==> src/rtl/instr_sequencer.sv <==
`default_nettype none
// instr_sequencer: fetches {opcode,dst,src1,src2} words from a sync-read imem and issues them to the CU.
// Optional single-level hardware loop (opcode 4'b1001) is built only when SEQ_LOOP_EN is defined.
module instr_sequencer #(
  parameter int OP_WIDTH   = 4,
  parameter int ADDR_WIDTH = 4,
  parameter int PC_WIDTH   = 6,
  parameter int PROG_LEN   = 64
) (
  input  logic                             clk,
  input  logic                             rst_n,
  input  logic                             start,
  input  logic                             stall,
  output logic                             imem_en,
  output logic [PC_WIDTH-1:0]              imem_addr,
  input  logic [OP_WIDTH+3*ADDR_WIDTH-1:0] imem_rdata,
  output logic [OP_WIDTH-1:0]              opcode,
  output logic [ADDR_WIDTH-1:0]            dst_addr,
  output logic [ADDR_WIDTH-1:0]            src1_addr,
  output logic [ADDR_WIDTH-1:0]            src2_addr,
  output logic                             issue_valid,
  output logic                             busy,
  output logic                             done
);
  localparam int IW = OP_WIDTH + 3*ADDR_WIDTH;

  localparam logic [2:0] S_IDLE  = 3'd0;
  localparam logic [2:0] S_FETCH = 3'd1;
  localparam logic [2:0] S_LOAD  = 3'd2;
  localparam logic [2:0] S_ISSUE = 3'd3;
  localparam logic [2:0] S_DONE  = 3'd4;

  localparam logic [OP_WIDTH-1:0] OP_NOP  = OP_WIDTH'(4'hF);
  localparam logic [OP_WIDTH-1:0] OP_HALT = OP_WIDTH'(4'hE);
  localparam logic [OP_WIDTH-1:0] OP_LOOP = OP_WIDTH'(4'h9);
  localparam logic [PC_WIDTH:0]   END_PC  = (PC_WIDTH+1)'(PROG_LEN);

  logic [2:0]            state, state_d, state_adv;
  logic [PC_WIDTH-1:0]   pc, pc_d, pc_adv;
  logic [PC_WIDTH:0]     pc_inc;
  logic                  at_end;
  logic                  take_issue;
  logic [OP_WIDTH-1:0]   f_op;
  logic [ADDR_WIDTH-1:0] f_dst, f_src1, f_src2;

  assign f_op   = imem_rdata[IW-1 -: OP_WIDTH];
  assign f_dst  = imem_rdata[3*ADDR_WIDTH-1 -: ADDR_WIDTH];
  assign f_src1 = imem_rdata[2*ADDR_WIDTH-1 -: ADDR_WIDTH];
  assign f_src2 = imem_rdata[ADDR_WIDTH-1:0];

  // End check uses a widened pc so the program end is detected before pc could wrap.
  assign pc_inc    = {1'b0, pc} + (PC_WIDTH+1)'(1);
  assign at_end    = (pc_inc == END_PC);
  assign state_adv = at_end ? S_DONE : S_FETCH;
  assign pc_adv    = at_end ? pc : pc_inc[PC_WIDTH-1:0];

  assign imem_en   = (state == S_FETCH);
  assign imem_addr = pc;
  assign done      = (state == S_DONE);

`ifdef SEQ_LOOP_EN
  logic                  loop_active, loop_active_d;
  logic [ADDR_WIDTH-1:0] lc, lc_d;
`endif

  always_comb begin
    state_d    = state;
    pc_d       = pc;
    take_issue = 1'b0;
`ifdef SEQ_LOOP_EN
    loop_active_d = loop_active;
    lc_d          = lc;
`endif
    case (state)
      S_IDLE: begin
        if (start) begin
          state_d = S_FETCH;
          pc_d    = '0;
`ifdef SEQ_LOOP_EN
          loop_active_d = 1'b0;
          lc_d          = '0;
`endif
        end
      end
      S_FETCH: state_d = S_LOAD;
      S_LOAD: begin
        state_d = state_adv;
        pc_d    = pc_adv;
        if (f_op == OP_HALT) begin
          state_d = S_DONE;
          pc_d    = pc;
        end
`ifdef SEQ_LOOP_EN
        else if (f_op == OP_LOOP) begin
          if (!loop_active) begin
            lc_d = f_src2 - ADDR_WIDTH'(1);
            if (f_src2 > ADDR_WIDTH'(1)) begin
              loop_active_d = 1'b1;
              pc_d          = PC_WIDTH'(f_src1);
              state_d       = S_FETCH;
            end
          end else if (lc > ADDR_WIDTH'(1)) begin
            lc_d    = lc - ADDR_WIDTH'(1);
            pc_d    = PC_WIDTH'(f_src1);
            state_d = S_FETCH;
          end else begin
            loop_active_d = 1'b0;
          end
        end
`endif
        else if (f_op != OP_NOP && f_op != OP_LOOP) begin
          take_issue = 1'b1;
          state_d    = S_ISSUE;
          pc_d       = pc;
        end
      end
      S_ISSUE: begin
        if (!stall) begin
          state_d = state_adv;
          pc_d    = pc_adv;
        end
      end
      S_DONE:  state_d = S_IDLE;
      default: state_d = S_IDLE;
    endcase
  end

  always_ff @(posedge clk or negedge rst_n) begin
    if (!rst_n) begin
      state       <= S_IDLE;
      pc          <= '0;
      opcode      <= OP_NOP;
      dst_addr    <= '0;
      src1_addr   <= '0;
      src2_addr   <= '0;
      issue_valid <= 1'b0;
      busy        <= 1'b0;
    end else begin
      state <= state_d;
      pc    <= pc_d;
      if (state == S_IDLE && start) begin
        busy <= 1'b1;
      end else if (state == S_DONE) begin
        busy <= 1'b0;
      end
      if (take_issue) begin
        opcode      <= f_op;
        dst_addr    <= f_dst;
        src1_addr   <= f_src1;
        src2_addr   <= f_src2;
        issue_valid <= 1'b1;
      end else if (state == S_ISSUE && !stall) begin
        opcode      <= OP_NOP;
        issue_valid <= 1'b0;
      end
    end
  end

`ifdef SEQ_LOOP_EN
  always_ff @(posedge clk or negedge rst_n) begin
    if (!rst_n) begin
      loop_active <= 1'b0;
      lc          <= '0;
    end else begin
      loop_active <= loop_active_d;
      lc          <= lc_d;
    end
  end
`endif

endmodule
`default_nettype wire

==> config.mk <==
export PLATFORM = sky130hd
export DESIGN_NAME = instr_sequencer
export DESIGN_NICKNAME = d
export VERILOG_FILES = /design/src/rtl/instr_sequencer.sv
export SDC_FILE = /design/constraint.sdc
export NUM_CORES = 1
export LEC_CHECK = 0
export BUFFER_PORTS_ARGS = -buffer_cell sky130_fd_sc_hd__buf_2
export CORE_ASPECT_RATIO = 0.8
export CORE_MARGIN = 4
export CORE_UTILIZATION = 49
export DETAILED_ROUTE_END_ITERATION = 7
export PLACE_DENSITY_LB_ADDON = 0.2
export SLEW_MARGIN = 0
export SYNTH_ARGS = -nofsm -noshare
export SYNTH_HDL_FRONTEND = slang
export SYNTH_SLANG_ARGS = --single-unit
==> constraint.sdc <==
create_clock -name clk -period 2.5 [get_ports clk]
set_input_delay 0.5 -clock clk [delete_from_list [all_inputs] [get_ports clk]]
set_output_delay 0.5 -clock clk [all_outputs]
set_load 0.05 [all_outputs]
==> flow_summary_export.csv <==
group,metric,value,unit
outcome,status,"completed",
detailed_routing,vias_per_cell,5.39,
setup_path,timing_worst_setup_path_type,"register to register",
timing,skew,0.00617,ns
floorplanning,row_count,16,
yosys,synth_edf_count,0,
setup_path,r2r-start,"state[1]$_DFFE_PN0P_",
timing,finalSetupTns,0,ns
place,io_buffer_count,45,
yosys,yosysMostFrequentCell,"dfrtp_1",
global_routing,grt.overflow.total,0,
final_layout,diodes,0,
final_layout,drive_gt1_share,45.3,%
power_and_ir_drop,power_density,1510,nW/um^2
yosys,synth_xor_area_share,0.648,%
setup_path,crit_required,2.73,ns
timing,hold_violations,0,
place,place_hpwl,2.22,mm
yosys,ys_ff_latch,27,
detailed_routing,drc,0,
cts,cts_setup_buffers,0,
cts,post_cts_resized,0,
floorplanning,die_x,66.7,um
yosys,synth_top_area_share,42.6,%
setup_path,r2r_cells,4,
yosys,synth_common_cells,"dfrtp_1 (23), mux2_4 (9), nand2_1 (9)",
yosys,synth_fp_nets,138,
floorplanning,coreArea,2540,um^2
timing,fin_crit_sh,84.2,%
yosys,synth_top_family_by_area,"simple AND/OR/NAND/NOR gates",
global_routing,grt_pass1_wl,4.71,mm
cts,cts_tree,"yes",
setup_path,cp_max_fo,13,
detailed_routing,wl,2.91,mm
floorplanning,ios,46,
floorplanning,initial_core_util,53.2,%
final_layout,n_fill_cell,226,
detailed_routing,avgRoutedWirePerCell,14.7,um
cts,cts_root_buf,"clkbuf_4",
power_and_ir_drop,worst_ir_drop_vdd,0.000788,V
yosys,syn_area,1350,um^2
yosys,synth_compound_area_share,13.4,%
global_routing,antenna_found_initial,0,
global_routing,grt_usage,17.3,%
cts,cts.path.max_buffers,2,
timing,whs,0.148,ns
yosys,synth_top_area_cell,"dfrtp_1",
setup_path,start_kind,"register",
final_layout,seq_area,681,um^2
timing,worst_slew_pin_slew,0.690,ns
timing,setup-violations-final,0,
timing,rsz0062_at_grt,"no",
setup_path,r2r_end,"dst_addr[1]$_DFFE_PN0P_",
global_routing,grt_max_degree,28,
yosys,ys_seq_area_share,50.3,%
detailed_routing,drt-initial-drc-count,29,
yosys,synthArstFlopShare,100,%
worst_hold_path,hold_path.class,"input port to async pin",
yosys,ys_warn_count,0,
yosys,synth_fa_ha_area_share,1.85,%
cts,cts_sinks,27,
yosys,synthCells,116,
global_routing,grt_pass1_vias,1055,
detailed_routing,dr.pass1.iters,4,
cts,clock_latency,0.33,ns
detailed_routing,vias,1062,
floorplanning,die_height,55.0,um
final_layout,area_delta_synth_final,19.8,%
place,globalplace.congestion,0.768,
yosys,yosys.area_share.simple,16.7,%
final_layout,nNetsFinal,184,
cts,htree_levels,1,
yosys,syn_avg_cell_area,11.7,um^2
setup_path,cp_data_arrival_time,2.34,ns
timing,fmax,475,MHz
power_and_ir_drop,power_leakage,0.784,nW
setup_path,worst_setup_path_end_kind,"register",
cts,cts.clk_slew.worst_paths,0.15,ns
flow_run,max-cap-violations,0,
final_layout,multi_input_area,621,um^2
timing,post-route-min-period,2.11,ns
yosys,ys_types,43,
setup_path,reg2reg_slack,0.39,ns
yosys,synth_mux_area_share,13.2,%
cts,numCtsBuffers,3,
yosys,synth_flop_cell,"dfrtp_1",
yosys,synthTopCellsByArea,"dfrtp_1 (43%), mux2_4 (10%), dfstp_2 (7.8%)",
detailed_routing,ant_nets,0,
cts,cts_hold_buffers,0,
timing,drv_slew,0,
timing,max-slew-margin-rel,54.0,%
floorplanning,dieArea,3670,um^2
-- state kept, by name, indices dropped and copies added (netlist names) --
register / cells
opcode: 4
src1_addr: 4
src2_addr: 4
state: 3
busy: 1
issue_valid: 1
imem_addr: 6
dst_addr: 4
-- worst max-delay path, cell delays in order, from the launching register on --
cell	delay, ns
dfrtp_1	0.58
nand2b_1	0.15
or3_4	0.40
or2_1	0.47
mux2_4	0.40
-- power by group --
| group | total [mW] | switching (mW) | internal [mW] |
|---|---|---|---|
| clock network | 0.195 | 0.134 | 0.0613 |
| logic | 1.43 | 0.974 | 0.460 |
| registers | 0.825 | 0.175 | 0.650 |
-- per-stage QoR --
stage | cell area, um^2 | std cells | power, mW | util (%) | setup slack [ns]
CTS | 1620 | 197 | 2.47 | 63.7 | 0.406
global placement | 1590 | 193 | 2.24 | 62.5 | 0.218
finish | 1620 | 197 | 2.45 | 63.7 | 0.394
detailed placement | 1590 | 193 | 2.27 | 62.5 | 0.163
floorplan | 1350 | 116 | 1.98 | - | 0.200
global route | 1620 | 197 | 2.59 | 63.7 | 0.286
-- cells in the final DEF, fill, tap and decap left out, drive strengths merged, types with 3 or more instances in the layout --
master | synthesis | final
buf | 3 | 47
nand2 | 9 | 9
o21ai | 6 | 6
a21oi | 6 | 6
clkbuf | 3 | 3
nor2b | 3 | 3
a211oi | 3 | 3
dfstp | 4 | 4
nor2 | 5 | 5
mux2 | 12 | 12
and3 | 3 | 3
nand3 | 4 | 4
dfrtp | 23 | 23
-- layer usage --
metal / track usage [%] / vias to the layer above / part of all wire (%)
met1: 22.4 / 513 / 48
met2: 27.8 / 31 / 46
li1: - / 516 / -
met4: 5.74 / 0 / 0.45
met3: 5.25 / 2 / 5.5
met5: 0 / - / 0
-- worst max-delay path by stage --
stage / startpoint / end / slack (ns) / cells after the start
final: state[1]$_DFFE_PN0P_ / dst_addr[1]$_DFFE_PN0P_ / 0.39 / 4
after detailed placement: imem_rdata[14] / src2_addr[3]$_DFFE_PN0P_ / 0.16 / 6
after global placement: imem_rdata[14] / src1_addr[2]$_DFFE_PN0P_ / 0.22 / 6
after global routing: state[1]$_DFFE_PN0P_ / dst_addr[1]$_DFFE_PN0P_ / 0.29 / 4
after CTS: state[1]$_DFFE_PN0P_ / dst_addr[1]$_DFFE_PN0P_ / 0.41 / 4
after floorplan: state[0]$_DFFE_PN0P_ / imem_en / 0.20 / 2
-- layout make-up --
type                            instances  area share (%)
Clock inverter                          1           0.463
Inverter                                1           0.232
Tap cell                               36            2.78
Clock buffer                            3            1.39
Sequential cell                        27            42.0
Multi-Input combinational cell         82            38.3
Timing Repair Buffer                   47            14.8
-- logic make-up (layout without fill, tap and decap cells) --
group | after synthesis | in the layout
compound gates | 27 | 27
buf+inv | 7 | 52
mux | 13 | 13
xor+xnor | 1 | 1
flops | 27 | 27
fa+ha+maj | 2 | 2
simple gates | 39 | 39
Note: power is estimated with default switching activity, not from simulation.
